--- config.mk ---
export PLATFORM = sky130hd
export DESIGN_NAME = mitchell_mul_pipe
export DESIGN_NICKNAME = d
export VERILOG_FILES = /design/src/rtl/mitchell_mul_pipe.sv
export SDC_FILE = /design/constraint.sdc
export NUM_CORES = 1
export LEC_CHECK = 0
export ABC_AREA = 1
export BUFFER_PORTS_ARGS = -buffer_cell sky130_fd_sc_hd__buf_2
export CORE_ASPECT_RATIO = 2
export CORE_MARGIN = 2
export CORE_UTILIZATION = 58
export CTS_BUF_LIST = sky130_fd_sc_hd__clkbuf_16
export CTS_CLUSTER_DIAMETER = 80
export DETAILED_ROUTE_END_ITERATION = 10
export GPL_TIMING_DRIVEN = 0
export PLACE_DENSITY = 0.8
export SLEW_MARGIN = 10
export SYNTH_ARGS = -nofsm -noshare
export SYNTH_HDL_FRONTEND = slang
export SYNTH_SLANG_ARGS = --single-unit
export TNS_END_PERCENT = 50
--- constraint.sdc ---
create_clock -name clk_i -period 2 [get_ports clk_i]
set_input_delay 0.3 -clock clk_i [delete_from_list [all_inputs] [get_ports clk_i]]
set_output_delay 0.3 -clock clk_i [all_outputs]
set_load 0.005 [all_outputs]
--- src/rtl/mitchell_mul_pipe.sv ---
// Three-stage pipelined Mitchell logarithmic multiplier on sign-magnitude operands.
// Stage 1: leading-one/log conversion, stage 2: log add, stage 3: antilog into p_o.
module mitchell_mul_pipe #(
  parameter int W = 8
) (
  input  logic         clk_i,
  input  logic         rst_i,
  input  logic         in_valid_i,
  output logic         in_ready_o,
  input  logic [W:0]   x_i,
  input  logic [W:0]   y_i,
  input  logic         mode_i,
  output logic         out_valid_o,
  input  logic         out_ready_i,
  output logic [2*W:0] p_o
);

  localparam int LAT = 3;
  localparam int KW  = $clog2(W);

  logic [LAT-1:0] vld;
  logic           en;

  assign en          = !out_valid_o || out_ready_i;
  assign in_ready_o  = en && !rst_i;
  assign out_valid_o = vld[LAT-1];

  function automatic logic [KW-1:0] lod(input logic [W-1:0] m);
    lod = '0;
    for (int unsigned i = 0; i < W; i++) begin
      if (m[i]) lod = i[KW-1:0];
    end
  endfunction

  // Normalise so the leading one sits at bit W-1; the bits below it are the log fraction.
  function automatic logic [W-2:0] norm(input logic [W-1:0] m, input logic [KW-1:0] k);
    logic [KW-1:0] sh;
    logic [W-1:0]  t;
    sh   = KW'(W-1) - k;
    t    = m << sh;
    norm = t[W-2:0];
  endfunction

  // Stage 1 combinational
  logic [KW-1:0] k_a_n, k_b_n;
  logic [W-2:0]  f_a_n, f_b_n;

  always_comb begin
    k_a_n = lod(x_i[W-1:0]);
    k_b_n = lod(y_i[W-1:0]);
    f_a_n = norm(x_i[W-1:0], k_a_n);
    f_b_n = norm(y_i[W-1:0], k_b_n);
  end

  // Stage 1 registers
  logic [KW-1:0] k1_a, k1_b;
  logic [W-2:0]  f1_a, f1_b;
  logic          z1_a, z1_b, s1_a, s1_b;

  // Stage 2 combinational: log add, fraction carry lands in the characteristic
  logic [KW+W-1:0] sum;

  always_comb begin
    sum = {1'b0, k1_a, f1_a} + {1'b0, k1_b, f1_b};
  end

  // Stage 2 registers
  logic [KW:0]  k2;
  logic [W-2:0] f2;
  logic         z2, s2;

  // Stage 3 combinational: antilog with floor truncation
  logic [3*W-2:0] ext;
  logic [2*W:0]   p_next;

  always_comb begin
    ext    = {{(2*W-1){1'b0}}, 1'b1, f2} << k2;
    p_next = z2 ? '0 : {s2, ext[3*W-2:W-1]};
  end

  always_ff @(posedge clk_i) begin
    if (rst_i) begin
      vld <= '0;
      p_o <= '0;
    end else if (en) begin
      vld <= {vld[LAT-2:0], in_valid_i};
      p_o <= vld[LAT-2] ? p_next : '0;
    end
  end

  always_ff @(posedge clk_i) begin
    if (en) begin
      k1_a <= k_a_n;
      k1_b <= k_b_n;
      f1_a <= f_a_n;
      f1_b <= f_b_n;
      z1_a <= ~|x_i[W-1:0];
      z1_b <= ~|y_i[W-1:0];
      s1_a <= x_i[W] & mode_i;
      s1_b <= y_i[W] & mode_i;
      k2   <= sum[KW+W-1:W-1];
      f2   <= sum[W-2:0];
      z2   <= z1_a | z1_b;
      s2   <= s1_a ^ s1_b;
    end
  end

endmodule
==> results of run 1 <==
==> path summary, 6_finish.rpt <==
path         slack [ns]       to     from  cells past startpoint
max                0.05    f2[6]  f1_a[0]                      6
min                0.16   vld[1]    rst_i                      2
max reg2reg        0.05    f2[6]  f1_a[0]                      6
min reg2reg        0.46  p_o[12]  p_o[12]                      2
==> critical path: cells and delay by family, from the launching register on <==
| kind | cells | cell delay, ns |
|---|---|---|
| DFF | 1 | 0.37 |
| xor gates and xnor gates | 1 | 0.17 |
| buffers and inverters | 1 | 0.08 |
| AOI/OAI and AO/OA | 2 | 0.43 |
| adders and majority gates | 2 | 0.65 |
==> per-stage QoR <==
stage | TNS [ns] | worst slack (ns) | area, um^2 | hold WS [ns]
2_1_floorplan | 0 | 0.3270 | 3327 | 0.3785
3_3_place_gp | -0.02841 | -0.02841 | 3608 | 0.4506
3_5_place_dp | -0.1368 | -0.05878 | 3608 | 0.4517
4_1_cts | 0 | 0.02814 | 3902 | 0.1582
5_1_grt | 0 | 0.01514 | 3911 | 0.1586
6_report | 0 | 0.05262 | 3911 | 0.1643
==> flip-flops by register name, summed over array words and instances (netlist names) <==
signal and count:
p_o 17, f1_a 7, f1_b 7, f2 7, k2 4, k1_a 3, k1_b 3, vld 3
s1_a 1, s1_b 1, s2 1, z1_a 1, z1_b 1, z2 1
==> what timing repair did <==
item,in CTS,in global routing
hold buffers,0,0
setup endpoints to repair,1,1
pin swaps,0,0
resized for setup,1,1
==> cell usage after synthesis (all sizes together) <==
cell type    n  area, um^2
nand2      121       494.2
nand3       52       285.3
inv         48       185.2
edfxtp      37        1111
a21oi       29       163.9
nor2        23       96.35
dfxtp       20       400.4
o21ai       15       78.83
nand4       11       68.82
ha          10       125.1
buf          6       46.29
xor2         6       52.55
nor3         4       31.28
nor4         4       31.28
a31oi        3       18.77
clkbuf       2       7.510
o211ai       2       20.02
o21bai       2       15.01
or2          2       15.02
xnor2        2       17.52
a211oi       1       7.510
a21boi       1       7.510
a21o         1       7.510
clkinv       1       3.750
fa           1       20.02
nand3b       1       7.510
o2111ai      1       8.760
==> layout make-up <==
class	instances	area, um^2
plain buffers	8	53.80
clock buffers	10	250.2
clock inverters	6	38.79
fillers	441	1700
inverters	49	188.9
multi-input cells	292	1587
flip-flops and latches	57	1511
well taps	61	76.32
repair buffers	41	205.2
==> routing by layer <==
layer	global-route usage [%]	routed length, um	up-vias	share of wire [%]
met5	0	0	-	0
met4	11.32	189	0	2.7
met3	5.718	317	20	4.5
met2	37.20	3473	94	49
met1	30.97	3122	1316	44
li1	-	-	1484	-
==> kinds of logic (layout without fill, tap and decap cells) <==
| logic type | count (synthesis) | count (layout) |
|---|---|---|
| flops | 57 | 57 |
| simple gates | 218 | 218 |
| xor+xnor | 8 | 8 |
| fa+ha+maj | 11 | 11 |
| buf+inv | 57 | 114 |
| compound gates | 55 | 55 |
==> where the power goes <==
| part | switching, W | internal [W] |
|---|---|---|
| Sequential | 0.0000918 | 0.00144 |
| Combinational | 0.000775 | 0.000419 |
| Clock | 0.000544 | 0.000912 |
| Total | 0.00141 | 0.00277 |
==> flow_summary.json, run 1 <==
{
  "area_growth_pct": 17.56,
  "cp_slowest_cell": "fa_1",
  "muxShareOfSynthArea_pct": 0,
  "outcome": "complete, no violations",
  "synth_warnings": 0,
  "start_util_pct": 59.29,
  "fin_crit_ns": 1.947,
  "tightest_slew_ns": 0.4629,
  "grt_max_degree": 42,
  "cts_buffers": 9,
  "synth_top_family_by_area": "simple AND/OR/NAND/NOR gates",
  "finalSetupViolCount": 0,
  "worstHoldPathType": "primary input to flop",
  "cts_tree": "yes",
  "layout_commonest_cell": "nand2_1",
  "synthXorXnorAreaFrac_pct": 2.106,
  "dr.pass1.iters": 6,
  "clock_path_buffers": 2,
  "power.density_nw_per_um2": 1070,
  "drcViolationCount": 0,
  "grt_pass1_vias": 2711,
  "leakagePower_nw": 1.840,
  "max_stage_delay_ns": 0.43,
  "max-cap-violations": 0,
  "p_total_w": 0.004185,
  "synth-simple-area-share_pct": 30.95,
  "grt_util_all_layers_pct": 23.98,
  "slew_viol_final": 0,
  "die_area_um2": 6395,
  "path_class": "flop to flop",
  "utilization_pct": 69.70,
  "vias": 2914,
  "final_hold_viol_count": 0,
  "rsz0062_at_grt": "no",
  "fmax_mhz": 513.5,
  "synth.net_count": 440,
  "final_cell_mix": "nand2_1, nand3_1, buf_2",
  "htreeDepth": 3,
  "diodes": 0,
  "clk_latency_ns": 0.33,
  "clock_skew_ns": 0.004207,
  "fin_crit_sh_pct": 97.37,
  "routabilityCongestion": 0.9244,
  "netlist_area_um2": 3327,
  "ys_ff_latch": 57,
  "num_rows": 39,
  "finalNonFillerCells": 524,
  "io_pins": 42,
  "fin_nets": 492,
  "routed_via_density": 5.561,
  "maxSlewHeadroom_pct": 69.14,
  "syn_area_per_cell_um2": 8.194,
  "critPathMaxFanout": 3,
  "ys_seq_area_share_pct": 45.43,
  "dpl.cell_count": 508,
  "antenna_found_initial": 0,
  "post-cts-setup-buffers": 0,
  "drt_wl_total_um": 7103,
  "grt_overflow": 0,
  "peakVddDrop_mv": 1.009,
  "cp.required_ns": 2.07,
  "critPathCaptureType": "flop",
  "crit_chain": "ha_1, inv_1, fa_1, o21ai_1, a21oi_1, xor2_1",
  "clk_pin_slew_ns": 0.05,
  "grt_pass1_wl_um": 11930,
  "die_w_um": 57.56,
  "place.detailed.hpwl_um": 5137,
  "synth_compound_area_share_pct": 9.853,
  "ys_types": 44,
  "coreArea_um2": 5612,
  "setup.worst_path.start_class": "flop",
  "cts.sinks": 57,
  "drive_gt1_share_pct": 21.38,
  "synthCells": 406,
  "cp.arrival_ns": 2.01,
  "antenna_left": 0,
  "die_h_um": 111.1,
  "cts-root-buf": "clkbuf_16",
  "synth_fa_ha_area_share_pct": 4.363,
  "io_buffers": 41,
  "first_iter_violations": 135,
  "routedWlPerCell_um": 13.56
}
(Power assumes the default switching activity.)
==> inputs of run 2 (changes only) <==
PLACE_DENSITY = 0.87   (was 0.8)
REMOVE_ABC_BUFFERS = 1   (was not set)
SKIP_LAST_GASP = 1   (was not set)
==> run 2 against run 1 <==
Flip-flop and latch count unchanged. Combinational power is 9% lower. Global-route usage is 0.76 points higher. Die area unchanged. Sequential power increased by 5%. Highest routed layer unchanged. Hold slack improved by 0.064 ns. Worst setup slack better by 0.0078 ns. Core utilization shrank 0.69 points. Via count decreased by 1.0%. Register-to-register slack hardly changed. Clock power is essentially flat. Sequential share of layout area is 0.39 points higher.
==> flow_summary.json, run 2 (same netlist as run 1, synthesis figures left out) <==
{
  "outcome": "complete, no violations",
  "r2r_start": "f1_a[0]",
  "setup.worst_path.start_class": "flop",
  "clock_path_buffers": 2,
  "start_util_pct": 59.29,
  "r2r_slack_ns": 0.06,
  "worstReg2RegEnd": "f2[6]",
  "clk_latency_ns": 0.33,
  "rsz0062_at_grt": "yes",
  "cp.arrival_ns": 2.01,
  "combinationalPowerShare_pct": 26.0,
  "cts.sinks": 57,
  "registers.top_by_ff_count": "p_o",
  "drt_wl_total_um": 7179,
  "grt_pass1_vias": 2742,
  "diodes": 0,
  "tightest_slew_ns": 0.4783,
  "clock_skew_ns": 0.005449,
  "area_growth_pct": 16.40,
  "clkPwrFrac_pct": 35.3,
  "final_cell_mix": "nand2_1, nand3_1, inv_1",
  "first_iter_violations": 149,
  "clk_pin_slew_ns": 0.05,
  "num_rows": 39,
  "grt_max_degree": 43,
  "antenna_left": 0,
  "worstHoldPathType": "primary input to flop",
  "largest_reg_flops": 17,
  "worstHoldStart": "y_i[8]",
  "fin_setup_tns_ns": 0,
  "internal-power_w": 0.002778,
  "coreArea_um2": 5612,
  "critPathCaptureType": "flop",
  "critPathLaunch": "f1_a[0]",
  "io_pins": 42,
  "drive_gt1_share_pct": 20.44,
  "grt_overflow": 0,
  "fin_nets": 485,
  "design_area_um2": 3872,
  "critPathMaxFanout": 3,
  "fmax_mhz": 515.6,
  "final_hold_viol_count": 0,
  "p_total_w": 0.004139,
  "finalSetupViolCount": 0,
  "maxSlewHeadroom_pct": 68.12,
  "cts-root-buf": "clkbuf_16",
  "cp.required_ns": 2.07,
  "htreeDepth": 3,
  "fin_crit_sh_pct": 96.98,
  "reg2reg_depth": 6,
  "cts_tree": "yes",
  "fin_crit_ns": 1.940,
  "dr.pass1.iters": 5,
  "vias": 2885,
  "max-cap-violations": 0,
  "place.detailed.hpwl_um": 4836,
  "routed_via_density": 5.591,
  "detailedPlace.worstSlack_ns": -0.2981,
  "drcViolationCount": 0,
  "place_area_um2": 3555,
  "routabilityCongestion": 0.9052,
  "path_class": "flop to flop",
  "cts_buffers": 9,
  "grt_util_all_layers_pct": 24.74,
  "leakagePower_nw": 1.804,
  "peakVddDrop_mv": 1.068,
  "swShare_pct": 32.89,
  "die_h_um": 111.1,
  "switching_power_w": 0.001361,
  "die_w_um": 57.56,
  "setup_ws_ns": 0.06038,
  "die_area_um2": 6395,
  "io_buffers": 41,
  "antenna_found_initial": 0,
  "grt_pass1_wl_um": 12140,
  "crit_end": "f2[6]",
  "layout_commonest_cell": "nand2_1",
  "slew_viol_final": 0,
  "power.density_nw_per_um2": 1069,
  "p_seq_share_pct": 38.7,
  "routedWlPerCell_um": 13.91
}
run 2: cell type report:
class,count,area [um^2]
Tap cell,61,76.32
Multi-Input combinational cell,292,1590
Fill cell,422,1739
Timing Repair Buffer,41,205.2
Inverter,49,192.7
Clock inverter,4,16.27
Sequential cell,57,1511
Timing Repair inverter,1,5.005
Clock buffer,11,275.3
run 2: timing repair:
action | CTS | global route
gates cloned | 1 | 0
setup endpoints to repair | 3 | 3
resized for setup | 3 | 1
buffers inserted | 0 | 0
hold buffers | 0 | 0
endpoints found under the hold margin | 0 | 0
run 2: critical path, stage by stage, from the launching register on:
cell	delay (ns)
edfxtp_1	0.38
ha_1	0.24
inv_1	0.09
fa_1	0.45
o21ai_2	0.25
a21oi_1	0.11
xor2_1	0.15
run 2: worst min-delay path by stage:
| stage | end | slack, ns | cells past startpoint |
|---|---|---|---|
| after global routing | vld[0] | 0.25 | 3 |
| after CTS | s1_b | 0.23 | 3 |
| after floorplan | p_o[0] | 0.36 | 1 |
| after global placement | p_o[11] | 0.45 | 2 |
| final | s1_b | 0.23 | 3 |
| after detailed placement | p_o[13] | 0.45 | 2 |
run 2: power groups by stage:
stage / clock network (W) / registers (W) / logic (W)
after detailed placement: 0 / 0.00162 / 0.00102
final: 0.00146 / 0.00160 / 0.00108
after global routing: 0.00153 / 0.00162 / 0.00122
after CTS: 0.00147 / 0.00160 / 0.00105
after global placement: 0 / 0.00161 / 0.00100
after floorplan: 0 / 0.00157 / 0.000804
run 2: metal layers:
layer,track usage (%),vias to the layer above,wire length (um)
li1,-,1465,-
met1,29.32,1311,2938
met2,40.30,85,3669
met3,5.368,24,315
met4,13.80,0,256
met5,0,-,0
run 2: metrics by stage:
| stage | utilization [%] | instances | hold WS (ns) |
|---|---|---|---|
| after floorplan | - | 398 | 0.3624 |
| after global placement | 63.34 | 500 | 0.4485 |
| after detailed placement | 63.34 | 500 | 0.4519 |
| after CTS | 68.94 | 516 | 0.2290 |
| after global routing | 69.01 | 516 | 0.2518 |
| final | 69.01 | 516 | 0.2285 |
==> inputs of run 3 (changes only) <==
--- a/config.mk
+++ b/config.mk
@@ -8,6 +8,6 @@
 export ABC_AREA = 1
-export BUFFER_PORTS_ARGS = -buffer_cell sky130_fd_sc_hd__buf_2
+export BUFFER_PORTS_ARGS = -buffer_cell sky130_fd_sc_hd__clkbuf_2
 export CORE_ASPECT_RATIO = 2
 export CORE_MARGIN = 2
-export CORE_UTILIZATION = 58
+export CORE_UTILIZATION = 60
 export CTS_BUF_LIST = sky130_fd_sc_hd__clkbuf_16
@@ -16,3 +16,3 @@
 export GPL_TIMING_DRIVEN = 0
-export PLACE_DENSITY = 0.87
+export PLACE_DENSITY = 0.89
 export REMOVE_ABC_BUFFERS = 1
==> constraint.sdc (replaced) <==
create_clock -name clk_i -period 2.35 [get_ports clk_i]
set_input_delay 0.3525 -clock clk_i [delete_from_list [all_inputs] [get_ports clk_i]]
set_output_delay 0.3525 -clock clk_i [all_outputs]
set_load 0.02 [all_outputs]
==> run 3 against run 2 <==
Clock power barely moved. First-iteration DRC count fell by 6.0%. Design area rose by 1.0%. Via count rose by 3.4%. Global-route usage rose by 0.38 points. Critical path type is now flop to output port. Power fell by 8.9%. Count of clock-buffer cells in the layout fell by 2. Register-to-register slack improved by 0.34 ns.
==> flow_summary.json, run 3 (same netlist as run 1, synthesis figures left out) <==
{
  "outcome": "complete, no violations",
  "layout_commonest_cell": "nand2_1",
  "final_cell_mix": "nand2_1, nand3_1, inv_1",
  "peakVddDrop_mv": 0.8637,
  "dpl.cell_count": 499,
  "cts.sinks": 57,
  "antenna_found_initial": 0,
  "post-cts-setup-buffers": 0,
  "maxSlewHeadroom_pct": 60.67,
  "die_h_um": 109.3,
  "io_buffers": 41,
  "routed_via_density": 5.781,
  "fin_nets": 485,
  "critPathMaxFanout": 42,
  "routedWlPerCell_um": 14.84,
  "clock_skew_ns": 0.007144,
  "diodes": 0,
  "clk_pin_slew_ns": 0.05,
  "die_area_um2": 6193,
  "routabilityCongestion": 0.9351,
  "fin_crit_sh_pct": 85.53,
  "max-cap-violations": 0,
  "place.detailed.hpwl_um": 5649,
  "die_w_um": 56.66,
  "detailedPlace.worstSlack_ns": -0.1000,
  "slew_viol_final": 0,
  "leakagePower_nw": 1.801,
  "fin_crit_ns": 2.010,
  "cts_buffers": 9,
  "grt_max_degree": 42,
  "drt_wl_total_um": 7656,
  "setup_ws_ns": 0.3400,
  "cts_tree": "yes",
  "grt_pass1_vias": 2753,
  "grt_pass1_wl_um": 11450,
  "area_growth_pct": 17.56,
  "final_hold_viol_count": 0,
  "antenna_left": 0,
  "fmax_mhz": 497.5,
  "grt_util_all_layers_pct": 25.12,
  "tightest_slew_ns": 0.5845,
  "first_iter_violations": 140,
  "clock_path_buffers": 2,
  "htreeDepth": 3,
  "cp.required_ns": 2.00,
  "vias": 2983,
  "largest_reg_flops": 17,
  "dr.pass1.iters": 4,
  "rsz0062_at_grt": "no",
  "critPathCaptureType": "output port",
  "drive_gt1_share_pct": 20.39,
  "path_class": "flop to output port",
  "utilization_pct": 72.80,
  "clk_latency_ns": 0.33,
  "drcViolationCount": 0,
  "coreArea_um2": 5373,
  "num_rows": 38,
  "cts-root-buf": "clkbuf_16",
  "power.density_nw_per_um2": 963.8,
  "registers.top_by_ff_count": "p_o",
  "finalNonFillerCells": 516,
  "start_util_pct": 61.92,
  "n_fill_cell": 399,
  "io_pins": 42,
  "grt_overflow": 0,
  "setup.worst_path.start_class": "flop",
  "worstHoldPathType": "primary input to flop",
  "fin_setup_tns_ns": 0,
  "cp.arrival_ns": 1.66,
  "finalSetupViolCount": 0
}
==> run 3: cell count changes in the layout (fill, tap and decap cells not counted) <==
cell	change
o21ai_1	+1
clkbuf_16	-2
inv_2	-1
inv_1	-1
bufinv_16	+3
buf_2	-41
clkbuf_2	+41
clkinvlp_4	+1
o21ai_2	-1
clkinv_1	+1
==> run 3: per-stage QoR <==
stage	power, W	cell area, um^2	hold WS (ns)
2_1_floorplan	0.002036	3273	0.4149
3_3_place_gp	0.002239	3553	0.4509
3_5_place_dp	0.002284	3553	0.4560
4_1_cts	0.003750	3894	0.2740
5_1_grt	0.003931	3911	0.2829
6_report	0.003770	3911	0.2710
==> run 3: power breakdown <==
group / internal [W] / total [W] / switching (W)
sequential: 0.00123 / 0.00136 / 0.000128
combinational: 0.000312 / 0.000948 / 0.000636
clock: 0.00102 / 0.00146 / 0.000441
total: 0.00256 / 0.00377 / 0.00121
==> run 3: critical path, cell delays in order, from the launching register on <==
cell	delay [ns]
dfxtp_1	0.35
nand2_8	0.28
clkinvlp_4	0.33
nor2_1	0.16
clkbuf_2	0.18
==> run 3: final timing paths <==
path         depth (start not counted)  slack, ns       start    endpoint
max                                  4       0.34      vld[2]  in_ready_o
min                                  3       0.27  in_valid_i      vld[0]
max reg2reg                          6       0.40     f1_a[0]       f2[6]
min reg2reg                          2       0.46     p_o[12]     p_o[12]
==> run 3: area by class of cell <==
type | count | area, um^2 | share of cell area (%)
multi-input combinational | 292 | 1587 | 40.56
clock buffer | 9 | 225.2 | 5.758
inverter | 49 | 192.7 | 4.926
tap | 60 | 75.07 | 1.919
sequential | 57 | 1511 | 38.64
timing repair inverter | 1 | 5.005 | 0.1280
timing repair buffer | 41 | 205.2 | 5.246
clock inverter | 7 | 110.1 | 2.815
==> run 3: per-layer routing <==
layer / routed length, um / share of wire [%] / GRT usage (%) / vias to the layer above
li1: - / - / - / 1462
met3: 317 / 4.1 / 5.882 / 39
met4: 561 / 7.3 / 22.62 / 0
met1: 2317 / 30 / 18.47 / 1378
met5: 0 / 0 / 0 / -
met2: 4460 / 58 / 49.42 / 104
==> run 3: timing repair <==
item | in CTS | in global routing
hold buffers | 0 | 0
gates resized for setup | 1 | 2
setup endpoints to repair | 1 | 1
cloned | 0 | 1
